--- src/rtl/pipe_hazard_unit.sv ---
// Hazard/forwarding controller for the pipelined MIPS core: tracks in-flight register writes
// after ID and produces forward selects, load-use stalls and wrong-path kills on redirect.
module pipe_hazard_unit #(
  parameter int unsigned REG_AW         = 5,
  parameter int unsigned DEPTH          = 3,
  parameter int unsigned LOAD_READY     = 2,
  parameter int unsigned REDIRECT_STAGE = 2,
  parameter int unsigned CNT_W          = 16,
  localparam int unsigned SEL_W         = $clog2(DEPTH + 1)
) (
  input  logic              clk_i,
  input  logic              rst_ni,
  input  logic              id_valid_i,
  input  logic [REG_AW-1:0] id_rs_i,
  input  logic [REG_AW-1:0] id_rt_i,
  input  logic              id_use_rs_i,
  input  logic              id_use_rt_i,
  input  logic              id_regwr_i,
  input  logic              id_memtoreg_i,
  input  logic [REG_AW-1:0] id_wraddr_i,
  input  logic              redirect_i,
  output logic              stall_o,
  output logic              kill_id_o,
  output logic [DEPTH-1:0]  kill_mask_o,
  output logic [SEL_W-1:0]  fwd_a_sel_o,
  output logic [SEL_W-1:0]  fwd_b_sel_o,
  output logic [CNT_W-1:0]  stall_count_o,
  output logic [CNT_W-1:0]  flush_count_o
);

  // Scoreboard entries, index k = stage k after ID.
  logic [DEPTH:1]    vld_q, vld_d;
  logic [DEPTH:1]    wr_q, wr_d;
  logic [DEPTH:1]    ld_q, ld_d;
  logic [REG_AW-1:0] addr_q [1:DEPTH];
  logic [REG_AW-1:0] addr_d [1:DEPTH];

  logic [CNT_W-1:0]  stall_cnt_q, stall_cnt_d;
  logic [CNT_W-1:0]  flush_cnt_q, flush_cnt_d;

  logic              lu_a, lu_b;
  logic              stall;

  // Walk from oldest to youngest so the youngest match is the one left standing.
  always_comb begin
    fwd_a_sel_o = '0;
    fwd_b_sel_o = '0;
    lu_a        = 1'b0;
    lu_b        = 1'b0;
    for (int k = int'(DEPTH); k >= 1; k--) begin
      if (id_use_rs_i && vld_q[k] && wr_q[k] && (addr_q[k] == id_rs_i) && (id_rs_i != '0)) begin
        fwd_a_sel_o = SEL_W'(k);
        lu_a        = ld_q[k] && (k < int'(LOAD_READY));
      end
      if (id_use_rt_i && vld_q[k] && wr_q[k] && (addr_q[k] == id_rt_i) && (id_rt_i != '0)) begin
        fwd_b_sel_o = SEL_W'(k);
        lu_b        = ld_q[k] && (k < int'(LOAD_READY));
      end
    end
  end

  assign stall     = id_valid_i && (lu_a || lu_b) && !redirect_i;
  assign stall_o   = stall;
  assign kill_id_o = redirect_i;

  always_comb begin
    kill_mask_o = '0;
    for (int k = 0; k < int'(DEPTH); k++) begin
      kill_mask_o[k] = redirect_i && ((k + 2) <= int'(REDIRECT_STAGE));
    end
  end

  // Shift one stage per edge; stages younger than the redirecting branch are squashed.
  always_comb begin
    vld_d     = '0;
    wr_d      = '0;
    ld_d      = '0;
    for (int k = int'(DEPTH); k >= 2; k--) begin
      vld_d[k]  = vld_q[k-1] && !(redirect_i && (k <= int'(REDIRECT_STAGE)));
      wr_d[k]   = wr_q[k-1];
      ld_d[k]   = ld_q[k-1];
      addr_d[k] = addr_q[k-1];
    end
    vld_d[1]  = id_valid_i && !stall && !redirect_i;
    wr_d[1]   = id_regwr_i;
    ld_d[1]   = id_memtoreg_i;
    addr_d[1] = id_wraddr_i;
  end

  always_comb begin
    stall_cnt_d = stall_cnt_q;
    flush_cnt_d = flush_cnt_q;
    if (stall && (stall_cnt_q != '1)) begin
      stall_cnt_d = stall_cnt_q + 1'b1;
    end
    if (redirect_i && (flush_cnt_q != '1)) begin
      flush_cnt_d = flush_cnt_q + 1'b1;
    end
  end

  always_ff @(posedge clk_i or negedge rst_ni) begin
    if (!rst_ni) begin
      vld_q       <= '0;
      wr_q        <= '0;
      ld_q        <= '0;
      stall_cnt_q <= '0;
      flush_cnt_q <= '0;
      for (int k = 1; k <= int'(DEPTH); k++) begin
        addr_q[k] <= '0;
      end
    end else begin
      vld_q       <= vld_d;
      wr_q        <= wr_d;
      ld_q        <= ld_d;
      stall_cnt_q <= stall_cnt_d;
      flush_cnt_q <= flush_cnt_d;
      for (int k = 1; k <= int'(DEPTH); k++) begin
        addr_q[k] <= addr_d[k];
      end
    end
  end

  assign stall_count_o = stall_cnt_q;
  assign flush_count_o = flush_cnt_q;

endmodule
--- config.mk ---
export PLATFORM = sky130hd
export DESIGN_NAME = pipe_hazard_unit
export DESIGN_NICKNAME = d
export VERILOG_FILES = /design/src/rtl/pipe_hazard_unit.sv
export SDC_FILE = /design/constraint.sdc
export NUM_CORES = 1
export LEC_CHECK = 0
export CORE_ASPECT_RATIO = 1.2
export CORE_MARGIN = 10
export CORE_UTILIZATION = 53
export CTS_CLUSTER_SIZE = 10
export DETAILED_ROUTE_END_ITERATION = 12
export PLACE_DENSITY = 0.95
export SETUP_SLACK_MARGIN = 0.15
export SYNTH_ARGS = -nofsm -noshare
export SYNTH_HDL_FRONTEND = slang
export SYNTH_SLANG_ARGS = --single-unit
--- constraint.sdc ---
create_clock -name clk_i -period 5.9 [get_ports clk_i]
set_input_delay 1.18 -clock clk_i [delete_from_list [all_inputs] [get_ports clk_i]]
set_output_delay 1.18 -clock clk_i [all_outputs]
set_load 0.01 [all_outputs]
### Yosys cells after proc, flatten, opt, wreduce, memory -nomap -nowiden

Index checks and enable logic that the tools add are counted.

* $add $sub $neg: 2
* equal/unequal tests: 8
* muxes and demuxes: 8
* reductions and logical operators: 36

Operator list (count)
* $add A16 B1 Y16 const B: 2
* $ne A16 B16 Y1 const B: 2
* $logic_and A1 B1 Y1: 31
* $eq A5 B5 Y1: 6
* $mux W2: 6
* $reduce_bool A5 Y1: 2
* $logic_not A1 Y1: 2
* $mux W1: 2
* $logic_or A1 B1 Y1: 1

* bits in registers: 54
* input port bits: 23
* output and inout port bits: 41
* word-level logic and storage cells: 62

### Longest topological paths before layout

Gate-level depths: netlist of the first run.

* depth in word-level cells: 11
* mapped depth: 7

### Least setup slack after synthesis of the first run

Ideal clock, no wire load.

* kind: input to output
* from: input id_rt_i[0]
* to: output stall_o
* data arrival time: 2350 ps
* data required time: 4720 ps
* slack: 2370 ps
* stages on the path: 6
* buffers on the path: 1
* cell sequence: xnor2_1 -> nand4_1 -> or4_4 -> a21o_1 -> buf_6 -> inv_1

* word-level cells in the longest chain between the ends: 7
* elaborated cells between the ends (all ways): 8

RTL lines
* start, declared: RTL line 15 `input logic [REG_AW-1:0] id_rt_i,`
* $eq A5 B5 Y1: RTL line 55 `if (id_use_rt_i && vld_q[k] && wr_q[k] && (addr_q[k] == id_rt_i) && (id_rt_i != '0)) begin`
* $logic_and A1 B1 Y1: RTL line 55
* $logic_and A1 B1 Y1 (*): RTL line 55
* $mux W1 (*): RTL line 55
* $logic_or A1 B1 Y1 (*): RTL line 62 `assign stall = id_valid_i && (lu_a || lu_b) && !redirect_i;`
* $logic_and A1 B1 Y1 (*) (2 in series): RTL line 62
* end, declared: RTL line 22 `output logic stall_o,`

Every way passes the cells marked *; elsewhere a longest branch is shown, timed or not.

### Final worst setup path of the first run

* from: input id_rs_i[0]
* to: output stall_o

* word-level cells in the longest chain between the ends: 7
* elaborated cells between the ends (all ways): 8

RTL lines
* start, declared: RTL line 14 `input logic [REG_AW-1:0] id_rs_i,`
* $eq A5 B5 Y1: RTL line 51 `if (id_use_rs_i && vld_q[k] && wr_q[k] && (addr_q[k] == id_rs_i) && (id_rs_i != '0)) begin`
* $logic_and A1 B1 Y1: RTL line 51
* $logic_and A1 B1 Y1 (*): RTL line 51
* $mux W1 (*): RTL line 51
* $logic_or A1 B1 Y1 (*): RTL line 62
* $logic_and A1 B1 Y1 (*) (2 in series): RTL line 62

Marked as above.

==> metrics.yaml, run 1 <==
antenna_left: 0
dp_hpwl_um: 4500
crit_top_cell: "clkdlybuf4s50_1"
async_flop_share: 1.00
p_leak_nw: 1.37
path_clk_slew_ns: 0.09
critPathTopFamily: "buffers and inverters"
outcome: "finished, final reports clean"
clk_latency_ns: 0.30
grt_pass1_wl_um: 9980
synth_edf_count: 0
max_slew_margin: 0.561
io_pins: 64
regToRegSetupSlack_ns: 3.60
worstHoldPathCells: 0
critical_path.startpoint: "id_rs_i[0]"
end_kind: "output port"
p_per_area_nw_per_um2: 256
yosys_warnings: 0
yosysSeqAreaShare: 0.533
yosys.area.top_type: "dfrtp_1"
slew_violations: 0
tightest_slew_ns: 0.658
finalSetupTns_ns: 0
post-route-drc-count: 0
cp.required_ns: 4.72
cp_slowest_cell: "or4_1"
vdd_drop_max_v: 0.000239
cts_root_buffer: "clkbuf_8"
drt-vias-per-instance: 5.55
critPathLaunchType: "primary input"
start_util: 0.548
worstReg2RegStart: "addr_d[6]"
fillers: 349
cts_htree_levels: 2
grt_pass1_vias: 2130
final_util: 0.711
drt_iter0_markers: 101
wire_per_inst_um: 17.2
via_count: 1919
cts.sinks: 54
critical-path-max-stage-delay_ns: 0.56
fp.dieArea_um2: 7960
hold_viol_final: 0
ctsHoldBuffers: 0
drive_above_1_share: 0.0590
row_count: 27
antenna_found_initial: 0
post_cts_buffers: 0
cts_buffers: 5
ctsResizeCount: 0
die_h_um: 95.8
final_area_um2: 3290
path_depth: 7
path_cells: "clkdlybuf4s50_1 > or4_1 > o21ai_1 > or4_4 > a21o_1 > inv_1 > clkdlybuf4s50_1"
die_w_um: 83.2
gr-total-overflow: 0
regToRegEndpoint: "stall_count_o[1]"
synth_top_area_frac: 0.533
cts_tree: "built"
clk_path_buf_depth: 2
arrival_ns: 3.58
syn2layout_area_growth_pct: 29.7
cp_max_fo: 9
rsz0062_at_grt: "no"
rr_worst_depth: 5
min_period_ns: 4.76
gp_congestion: 0.910
max_freq_mhz: 210
grt_max_degree: 55
numPortBuffers: 61
core_um2: 4630
syn_avg_cell_area_um2: 11.4
synth_seq_cells: 54
finalSetupViolCount: 0
grtUsageTotal: 0.150
diodes: 0
totalWireLength_um: 5960
synthDistinctLibCells: 35
syn_area_um2: 2540
period_share: 0.807
drt_pass1_iterations: 4
path_class: "in2out"
ys.flop_type: "dfrtp_1"
hold_class: "reg2reg"
nets: 312
synth.area.top_cells: "dfrtp_1 (53%), xnor2_1 (15%), xor2_1 (5.9%)"
crit_path_end: "stall_o"
netlist_instances: 222
placed_area_um2: 3180
drv_cap: 0
cp_num_buf_inv: 3
finClkSkew_ns: 0.00614
==> sequential cells by signal, indices dropped and copies added, names as in the netlist <==
name and flops:
flush_count_o 16, addr_q 5, wr_q 3, ld_q 1, vld_q 3, stall_count_o 16, addr_d 10
==> worst min-delay path by stage <==
stage | slack, ns | start | to
floorplan | 0.35 | wr_q[1] | wr_q[2]
global placement | 0.36 | wr_q[2] | wr_q[3]
detailed placement | 0.36 | wr_q[2] | wr_q[3]
CTS | 0.38 | wr_q[2] | wr_q[3]
global route | 0.40 | vld_q[2] | vld_q[3]
finish | 0.38 | wr_q[1] | wr_q[2]
==> per-stage QoR <==
step           total power [mW]  cells  hold slack, ns  worst slack [ns]
4_1_cts                   0.848    346           0.384              1.13
5_1_grt                   0.884    346           0.401              1.01
2_1_floorplan             0.510    223           0.354              2.37
3_3_place_gp              0.599    338           0.356              1.19
3_5_place_dp              0.605    338           0.363              1.15
6_report                  0.842    346           0.382              1.14
==> synthesized netlist by cell type (all sizes together), types with 2 or more instances <==
master / count
o21ai: 2
buf: 5
nand2b: 2
or4: 6
nor4: 3
nand2: 20
inv: 4
xnor2: 42
nor3: 8
nor2: 9
and3: 4
xor2: 17
o21a: 2
or3: 2
ha: 2
nand4: 15
nand3: 13
dfrtp: 54
and4: 2
==> layout make-up <==
type,count,area (um^2),share of cell area
inverter,4,15.0,0.00456
multi-input combinational,160,1130,0.344
clock buffer,7,76.3,0.0232
tap,58,72.6,0.0221
clock inverter,1,30.0,0.00913
timing repair buffer,62,613,0.186
sequential,54,1350,0.411
==> power breakdown <==
part / internal [mW] / switching (mW)
Sequential: 0.402 / 0.0421
Combinational: 0.0892 / 0.0667
Clock: 0.127 / 0.115
Total: 0.618 / 0.224
==> cell usage in the layout (no fill, tap or decap), types with 3 or more instances in the layout <==
master / count
nor2_1: 9
dfrtp_1: 54
and3_1: 3
nand4_1: 15
nand3_1: 13
or4_1: 4
nor3_1: 7
inv_1: 4
xor2_1: 17
xnor2_1: 42
clkbuf_8: 5
nand2_1: 20
clkdlybuf4s50_1: 60
==> cell families after synthesis <==
group	Yosys count	synth area share
AND/OR/NAND/NOR	85	0.187
XOR/XNOR	59	0.204
flip-flops	54	0.533
AO/OA/AOI/OAI	11	0.0385
buffers and inverters	9	0.0222
adder cells (fa/ha/maj)	2	0.00987
other	1	0.00148
multiplexers	1	0.00444
==> metal layers <==
| metal | track usage | part of all wire | vias to the layer above |
|---|---|---|---|
| li1 | - | - | 891 |
| met4 | 0.0455 | 0.014 | 0 |
| met2 | 0.262 | 0.49 | 68 |
| met3 | 0.0642 | 0.086 | 12 |
| met5 | 0 | 0 | - |
| met1 | 0.163 | 0.40 | 948 |
Note: power is estimated with default switching activity, not from simulation.
==> inputs of run 2 (changes only) <==
CORE_UTILIZATION = 44   (was 53)
PLACE_DENSITY = 0.88   (was 0.95)
clock period = 3.96 ns   (was 5.9 ns; I/O delays follow)
==> run 2 against run 1 <==
Register-to-register slack worse by 2.0 ns. Setup slack worse by 0.87 ns. Sequential cell count stayed put. Die area is 16% higher.
==> metrics.yaml, run 2 (synthesized netlist as in run 1, its figures left out) <==
outcome: "finished, final reports clean"
syn2layout_area_growth_pct: 32.3
min_period_ns: 3.69
grtUsageTotal: 0.135
cp.required_ns: 3.17
start_util: 0.450
numPortBuffers: 61
drt_iter0_markers: 60
vdd_drop_max_v: 0.000319
max_slew_margin: 0.658
crit_top_cell: "clkdlybuf4s50_1"
ctsHoldBuffers: 0
path_class: "in2out"
final_common_cell: "dfrtp_1"
cp_max_fo: 3
period_share: 0.933
gp_congestion: 0.880
cp_slowest_cell: "or4_1"
path_clk_slew_ns: 0.10
drt_pass1_iterations: 4
die_w_um: 89.3
via_count: 1880
fp.dieArea_um2: 9210
regArea_um2: 1350
arrival_ns: 2.90
finClkSkew_ns: 0.0142
nets: 316
finalSetupTns_ns: 0
final_cell_mix: "dfrtp_1 (54), clkdlybuf4s50_1 (51), xnor2_1 (41)"
cts.sinks: 54
p_leak_nw: 1.47
tightest_slew_ns: 0.514
diodes: 0
cts_tree: "built"
slew_violations: 0
hold_viol_final: 0
dp_hpwl_um: 4620
row_count: 30
clk_path_buf_depth: 2
ctsResizeCount: 3
fin_ws_ns: 0.265
grt_pass1_vias: 1986
finalSetupViolCount: 0
wire_per_inst_um: 16.8
gr-total-overflow: 0
critical-path-max-stage-delay_ns: 0.58
drt-vias-per-instance: 5.28
placed_area_um2: 3220
rsz0062_at_grt: "no"
place_ws_ns: 0.138
post_cts_buffers: 0
hold_class: "reg2reg"
io_pins: 64
drive_above_1_share: 0.0822
holdWs_ns: 0.367
die_h_um: 103
clk_latency_ns: 0.31
critPathLaunchType: "primary input"
end_kind: "output port"
regToRegSetupSlack_ns: 1.62
cts_root_buffer: "clkbuf_8"
grt_max_degree: 34
cts_buffers: 5
core_um2: 5630
fillers: 475
grt_pass1_wl_um: 9760
multi_input_area_um2: 1140
drv_cap: 0
antenna_found_initial: 0
cts_htree_levels: 2
final_area_um2: 3350
path_cells: "clkdlybuf4s50_1 > or4_1 > o21ai_2 > nor4_1 > nand2b_1 > nand2_1 > clkdlybuf4s50_1"
max_freq_mhz: 271
post-route-drc-count: 0
totalWireLength_um: 5970
p_per_area_nw_per_um2: 374
antenna_left: 0
run 2: cell count changes in the layout (fill, tap and decap cells not counted), moves of 3 or more:
cell	delta
dlymetal6s2s_1	+6
buf_4	+4
clkdlybuf4s50_1	-9
dlygate4sd2_1	+3
run 2: cell type report:
| cell class | count | area share |
|---|---|---|
| Sequential cell | 54 | 0.403 |
| Multi-Input combinational cell | 160 | 0.341 |
| Timing Repair Buffer | 66 | 0.195 |
| Tap cell | 64 | 0.0239 |
| Clock buffer | 6 | 0.0216 |
| Clock inverter | 2 | 0.0112 |
| Inverter | 4 | 0.00448 |
run 2: metal layers:
metal,share of wire,wire length (um),track usage
met1,0.40,2390,0.154
met2,0.51,3050,0.226
met3,0.080,475,0.0553
met4,0.0092,55,0.0392
met5,0,0,0
run 2: power by group:
part	internal [mW]	switching (mW)
logic	0.134	0.101
clock network	0.189	0.176
registers	0.599	0.0570
run 2: stage by stage:
step / cells / power, mW / utilization
after floorplan: 223 / 0.759 / -
after detailed placement: 348 / 0.904 / 0.572
after global placement: 348 / 0.897 / 0.572
after CTS: 356 / 1.27 / 0.591
after global routing: 356 / 1.33 / 0.596
final: 356 / 1.26 / 0.596
run 2: worst paths after layout:
kind | cells after the start | endpoint | from
hold reg to reg | 0 | wr_q[3] | wr_q[2]
min in group asynchronous | 1 | stall_count_o[11] | rst_ni
setup reg to reg | 5 | stall_count_o[1] | addr_d[8]
hold / removal | 0 | wr_q[3] | wr_q[2]
max in group asynchronous | 2 | flush_count_o[5] | rst_ni
setup / recovery | 7 | fwd_b_sel_o[0] | id_rt_i[3]
run 2: worst max-delay path: cells and delay by family:
| family | cells | cell delay [ns] |
|---|---|---|
| buffers and inverters | 2 | 1.01 |
| AND/OR/NAND/NOR | 4 | 0.92 |
| AO/OA/AOI/OAI | 1 | 0.19 |
